## src/rtl/dsp_config_loader_pkg.sv

```systemverilog
// Shared types and constants for the DSP configuration-chain loader.
package dsp_cfg_pkg;

  localparam int unsigned DEF_CONFIG_WIDTH = 20;
  localparam int unsigned DEF_WORD_WIDTH   = 8;

  typedef enum logic [1:0] {
    ST_IDLE,
    ST_FETCH,
    ST_SHIFT
  } state_t;

  // Bits taken from the final word of a frame; its upper bits are discarded.
  function automatic int unsigned last_word_bits(input int unsigned cw,
                                                 input int unsigned ww,
                                                 input int unsigned nw);
    return cw - (nw - 1) * ww;
  endfunction

endpackage

```

## src/rtl/dsp_config_shifter.sv

```systemverilog
// Loadable right-shift register with a per-word remaining-bit counter.
// On load, bit 0 is presented by the caller, so only the remaining bits are held.
module dsp_config_shifter #(
  parameter int unsigned WORD_WIDTH = 8
) (
  input  logic                              clk,
  input  logic                              rstn,
  input  logic                              load,
  input  logic                              shift,
  input  logic [WORD_WIDTH-1:0]             data,
  input  logic [$clog2(WORD_WIDTH+1)-1:0]   nbits,
  output logic                              head,
  output logic                              last
);

  localparam int unsigned CNT_W = $clog2(WORD_WIDTH + 1);

  logic [WORD_WIDTH-1:0] sr;
  logic [CNT_W-1:0]      remaining;

  always_ff @(posedge clk) begin
    if (!rstn) begin
      sr        <= '0;
      remaining <= '0;
    end else if (load) begin
      sr        <= data >> 1;
      remaining <= nbits - CNT_W'(1);
    end else if (shift) begin
      sr        <= sr >> 1;
      remaining <= remaining - CNT_W'(1);
    end
  end

  assign head = sr[0];
  assign last = (remaining == '0);

endmodule

```

## src/rtl/dsp_config_loader.sv

```systemverilog
// Serial configuration transmitter: valid/ready words in, LSB-first bit stream out.
// Optional word parity checking is enabled by defining DSP_CONFIG_LOADER_PARITY_EN.
module dsp_config_loader
  import dsp_cfg_pkg::*;
#(
  parameter int unsigned CONFIG_WIDTH = DEF_CONFIG_WIDTH,
  parameter int unsigned WORD_WIDTH   = DEF_WORD_WIDTH
) (
  input  logic                              clk,
  input  logic                              RSTN,
  input  logic                              start,
  input  logic [WORD_WIDTH-1:0]             word_data,
  input  logic                              word_valid,
  output logic                              word_ready,
  output logic                              configuration_input,
  output logic                              configuration_enable,
  output logic                              busy,
  output logic                              config_done,
  output logic [$clog2(CONFIG_WIDTH+1)-1:0] bit_count
`ifdef DSP_CONFIG_LOADER_PARITY_EN
  ,
  input  logic                              word_parity,
  output logic                              parity_err
`endif
);

  localparam int unsigned NUM_WORDS = (CONFIG_WIDTH + WORD_WIDTH - 1) / WORD_WIDTH;
  localparam int unsigned LAST_BITS = last_word_bits(CONFIG_WIDTH, WORD_WIDTH, NUM_WORDS);
  localparam int unsigned BC_W      = $clog2(CONFIG_WIDTH + 1);
  localparam int unsigned CNT_W     = $clog2(WORD_WIDTH + 1);
  localparam logic [BC_W-1:0] FULL  = BC_W'(CONFIG_WIDTH);

  state_t           state, state_next;
  logic             head, last;
  logic             start_accept, handshake, parity_ok;
  logic             load, shift, frame_end, abort, more_bits;
  logic [CNT_W-1:0] nbits;
  int unsigned      bits_left;

  assign more_bits = (bit_count != FULL);

`ifdef DSP_CONFIG_LOADER_PARITY_EN
  assign parity_ok = ((^word_data) == word_parity);
`else
  assign parity_ok = 1'b1;
`endif

  always_ff @(posedge clk) begin
    if (!RSTN) state <= ST_IDLE;
    else       state <= state_next;
  end

  // The last word of a frame is truncated; every other word is full width.
  always_comb begin
    bits_left = CONFIG_WIDTH - 32'(bit_count);
    nbits     = (bits_left > WORD_WIDTH) ? CNT_W'(WORD_WIDTH) : CNT_W'(LAST_BITS);
  end

  always_comb begin
    word_ready   = 1'b0;
    start_accept = 1'b0;
    shift        = 1'b0;
    frame_end    = 1'b0;
    unique case (state)
      ST_IDLE:  start_accept = start;
      ST_FETCH: word_ready   = 1'b1;
      ST_SHIFT: begin
        // Ready during a word's last bit lets the next word follow with no bubble.
        if (!last)          shift      = 1'b1;
        else if (more_bits) word_ready = 1'b1;
        else                frame_end  = 1'b1;
      end
      default: ;
    endcase
    handshake = word_ready && word_valid;
    load      = handshake && parity_ok;
    abort     = handshake && !parity_ok;
  end

  always_comb begin
    state_next = state;
    unique case (state)
      ST_IDLE:  if (start) state_next = ST_FETCH;
      ST_FETCH: begin
        if (abort)     state_next = ST_IDLE;
        else if (load) state_next = ST_SHIFT;
      end
      ST_SHIFT: begin
        if (last) begin
          if (frame_end || abort) state_next = ST_IDLE;
          else if (!load)         state_next = ST_FETCH;
        end
      end
      default: state_next = ST_IDLE;
    endcase
  end

  dsp_config_shifter #(
    .WORD_WIDTH(WORD_WIDTH)
  ) u_shifter (
    .clk   (clk),
    .rstn  (RSTN),
    .load  (load),
    .shift (shift),
    .data  (word_data),
    .nbits (nbits),
    .head  (head),
    .last  (last)
  );

  always_ff @(posedge clk) begin
    if (!RSTN) begin
      configuration_input  <= 1'b0;
      configuration_enable <= 1'b0;
      busy                 <= 1'b0;
      config_done          <= 1'b0;
      bit_count            <= '0;
    end else begin
      configuration_enable <= load || shift;
      config_done          <= frame_end;
      if (load)       configuration_input <= word_data[0];
      else if (shift) configuration_input <= head;
      if (start_accept) begin
        busy      <= 1'b1;
        bit_count <= '0;
      end else begin
        if (frame_end || abort) busy <= 1'b0;
        if ((load || shift) && more_bits) bit_count <= bit_count + BC_W'(1);
      end
    end
  end

`ifdef DSP_CONFIG_LOADER_PARITY_EN
  always_ff @(posedge clk) begin
    if (!RSTN)             parity_err <= 1'b0;
    else if (start_accept) parity_err <= 1'b0;
    else if (abort)        parity_err <= 1'b1;
  end
`endif

endmodule

```

## config.mk

```make
export PLATFORM = sky130hd
export DESIGN_NAME = dsp_config_loader
export DESIGN_NICKNAME = d
export VERILOG_FILES = /design/src/rtl/dsp_config_loader_pkg.sv /design/src/rtl/dsp_config_shifter.sv /design/src/rtl/dsp_config_loader.sv
export SDC_FILE = /design/constraint.sdc
export NUM_CORES = 1
export LEC_CHECK = 0
export CORE_ASPECT_RATIO = 0.9
export CORE_MARGIN = 4
export CORE_UTILIZATION = 46
export DETAILED_ROUTE_END_ITERATION = 6
export PLACE_DENSITY = 0.84
export SYNTH_ARGS = -nofsm -noshare
export SYNTH_HDL_FRONTEND = slang
export SYNTH_SLANG_ARGS = --single-unit
```

## constraint.sdc

```tcl
create_clock -name clk -period 2.1 [get_ports clk]
set_input_delay 0.63 -clock clk [delete_from_list [all_inputs] [get_ports clk]]
set_output_delay 0.63 -clock clk [all_outputs]
set_load 0.005 [all_outputs]
```

==> summary.txt <==
Cells and area
  • Antenna cells: 0
  • Share of cells above drive strength 1: 0.275
  • Final Non-Filler Cells: 210
  • Final core occ: 0.691
  • Storage cell area: 448 sq um
  • Fillcell total: 185
  • Count of nets after finishing: 204
  • Area Overhead vs Synth: 40.5%
  • Design area: 1720 sq um
  • Area of the multi-input gates: 762 sq um

Hold path
  • Hold Path Depth: 2
  • Class of the worst hold path: flip-flop to flip-flop
  • Hold Path Sink: busy
  • Hold Startpoint: busy

Worst setup path
  • Worst Reg2Reg Path Length in Cells: 11
  • Slowest Stage Delay on Critical Path: 0.34 ns
  • Crit start category: flip-flop
  • R2r setup slk: 0.05 ns
  • CP Buf/Inv Count: 2
  • Critical path cell sequence: inv_2 > ha_4 > nand4b_1 > a31oi_1 > and2b_1 > buf_2
  • Reg-to-Reg End: u_shifter.remaining[2]
  • FF-to-FF Start: bit_count[0]
  • Delay-heaviest family, CP: flip-flops
  • Crit path DAT: 1.48 ns
  • Slowest CP cell: dfxtp_2
  • Setup crit end kind: output port
  • CP max FO: 2
  • Worst Path Required: 1.47 ns
  • Kind of critical path: flip-flop to output port

Placed design
  • Placed cell count: 201
  • DP HPWL: 2.25 mm
  • DP Area: 1590 sq um
  • RePlAce Congestion: 0.947
  • Port bufs: 21

CTS
  • Clock transition at the registers of the reported paths: 0.12 ns
  • CTS root buf: clkbuf_4
  • CTS tree: built
  • H-Tree Depth: 1
  • Clk Latency, worst-skew pair: 0.30 ns
  • Cts bufs inserted: 3
  • CTS max path bufs: 2
  • Clk sinks: 22

STA
  • Actual slew at the worst max-slew pin: 0.507 ns
  • Crit share post-route: 1.00
  • Final setup fails: 1
  • Fmax: 474 MHz
  • Clock skew: 0.00757 ns
  • RSZ-0062 raised after global routing: true
  • Slew Limit Headroom: 0.662
  • Hold Slack: 0.468 ns
  • Fin worst setup slack: -0.00766 ns
  • Final Max Slew Viols: 0
  • Tmin final: 2.11 ns
  • Final hold violations: 0

Logic synthesis
  • Number of library cell types mapped by synthesis: 40
  • Post-Syn Area: 1220 sq um
  • Post-synthesis sequential area ratio: 0.360
  • Mapped Avg Cell Area: 9.00 sq um
  • Post-synth EDFFs: 0
  • Synthesized flop and latch total: 22
  • Syn Inst Count: 136
  • Most used flip-flop cell after synthesis: dfxtp_1
  • Synth async-reset ratio: 0
  • Synth warn: 0
  • Post-Syn Nets: 157

GRT
  • Initial antenna violation count: 0
  • Vias in the first global route: 1110
  • First-pass GRT wire length: 4.75 mm
  • GRT Residual Overflow: 0
  • Pin count of the biggest net entering global routing: 17
  • GRT Total Usage: 0.165

Routing
  • WL final: 2.97 mm
  • Wire per inst: 14.1 um
  • Drt drc: 0
  • Post-route ant nets: 0
  • DR vias/cell: 5.50
  • Drt first pass iters: 4
  • First-iteration detailed-routing DRC count: 53
  • DR vias: 1155

Pwr
  • Lkg Pwr: 0.756 nW
  • PD cells: 910 nW/um^2
  • VDD IR-drop max: 0.745 mV

Floorplan
  • Die Ht: 56.9 um
  • I/O pin cnt: 22
  • Die Wd: 62.4 um
  • Row count: 17
  • Die area: 3550 sq um
  • Core Region: 2490 sq um
  • Initial Utilization: 0.492

Flow run
  • Max_cap viols: 0

Outcome
  • Failing checks: setup timing
  • Outcome: finished, violations left
## synth_stat cells (2+ instances only)
cell,count,share of area
nor4_1,2,0.010
a211oi_1,8,0.049
mux2i_1,10,0.082
nor3_1,3,0.012
ha_1,9,0.092
nand3_1,3,0.012
inv_1,8,0.025
a31oi_1,2,0.010
xnor2_1,3,0.021
nand4_1,2,0.010
buf_6,2,0.018
o21ai_0,3,0.012
dfxtp_1,22,0.36
nor2_1,17,0.052
clkbuf_1,2,0.0061
and3_1,2,0.010
nand2_1,9,0.028
a21oi_1,7,0.029
## layout make-up
class | count | share of cell area
well taps | 28 | 0.0204
inverters | 8 | 0.0175
multi-input cells | 100 | 0.443
repair buffers | 48 | 0.237
flip-flops and latches | 22 | 0.261
clock buffers | 4 | 0.0211
## layer usage
metal	GRT usage	wire (um)	vias to the layer above
met5	0	0	-
met4	0.0636	82	0
met3	0.0531	134	8
met2	0.297	1550	29
met1	0.181	1200	537
li1	-	-	581
## power breakdown
group / switching (mW) / internal (mW)
clock network: 0.118 / 0.106
logic: 0.387 / 0.418
registers: 0.0463 / 0.489
total: 0.551 / 1.01
## how the worst max path moves through the flow
stage	cells past startpoint	start	endpoint
floorplan	12	bit_count[0]	u_shifter.remaining[2]
finish	6	bit_count[0]	word_ready
detailed placement	8	word_valid	u_shifter.remaining[2]
CTS	6	bit_count[1]	word_ready
global route	6	bit_count[0]	word_ready
global placement	8	word_valid	u_shifter.remaining[2]
## cells by family after synthesis
group | count (synthesis) | synth area share
compound gates | 28 | 0.156
buf+inv | 14 | 0.0654
fa+ha+maj | 9 | 0.0920
xor+xnor | 4 | 0.0286
flops | 22 | 0.360
mux | 10 | 0.0818
simple gates | 49 | 0.216
## state kept, by name (all words and copies together) (netlist names)
signal,cells
bit_count,5
busy,1
config_done,1
configuration_enable,1
configuration_input,1
state,2
u_shifter.remaining,4
u_shifter.sr,7
## per-stage QoR
| stage | power (mW) | worst slack (ns) | setup TNS, ns |
|---|---|---|---|
| floorplan | 0.970 | 0.00369 | 0 |
| global placement | 1.21 | -0.146 | -0.199 |
| detailed placement | 1.25 | -0.360 | -0.477 |
| CTS | 1.55 | -0.0833 | -0.125 |
| global route | 1.68 | -0.134 | -0.257 |
| finish | 1.56 | -0.00766 | -0.00766 |
## worst register-to-register path: stages, from the launching register on
cell      delay (ns)
dfxtp_2         0.34
inv_2           0.07
ha_4            0.14
nand4b_1        0.12
a31oi_1         0.19
buf_4           0.14
or2_4           0.14
nand2_4         0.06
ha_4            0.16
buf_4           0.14
and3_4          0.14
nor4_2          0.32
## cells in the final DEF (no fill, tap or decap), types with 2 or more instances in the layout
cell type	n
inv_1	6
nor3_1	3
nand2_4	2
a21oi_1	7
buf_4	27
clkbuf_4	3
dfxtp_2	3
ha_1	7
nand2_1	7
nor2_1	17
xnor2_1	3
o21ai_0	3
nand4_1	2
a31oi_1	2
clkdlybuf4s50_1	20
ha_4	2
nand3_1	3
mux2i_1	10
a211oi_1	8
inv_2	2
dfxtp_1	18
## what timing repair did
item                       CTS  global route
hold buffers                 0             0
pin swaps                   10             4
setup buffers                6             0
setup endpoints to repair    2             2
gates resized for setup     18             4
No activity file was read; power rests on OpenSTA's default activity.
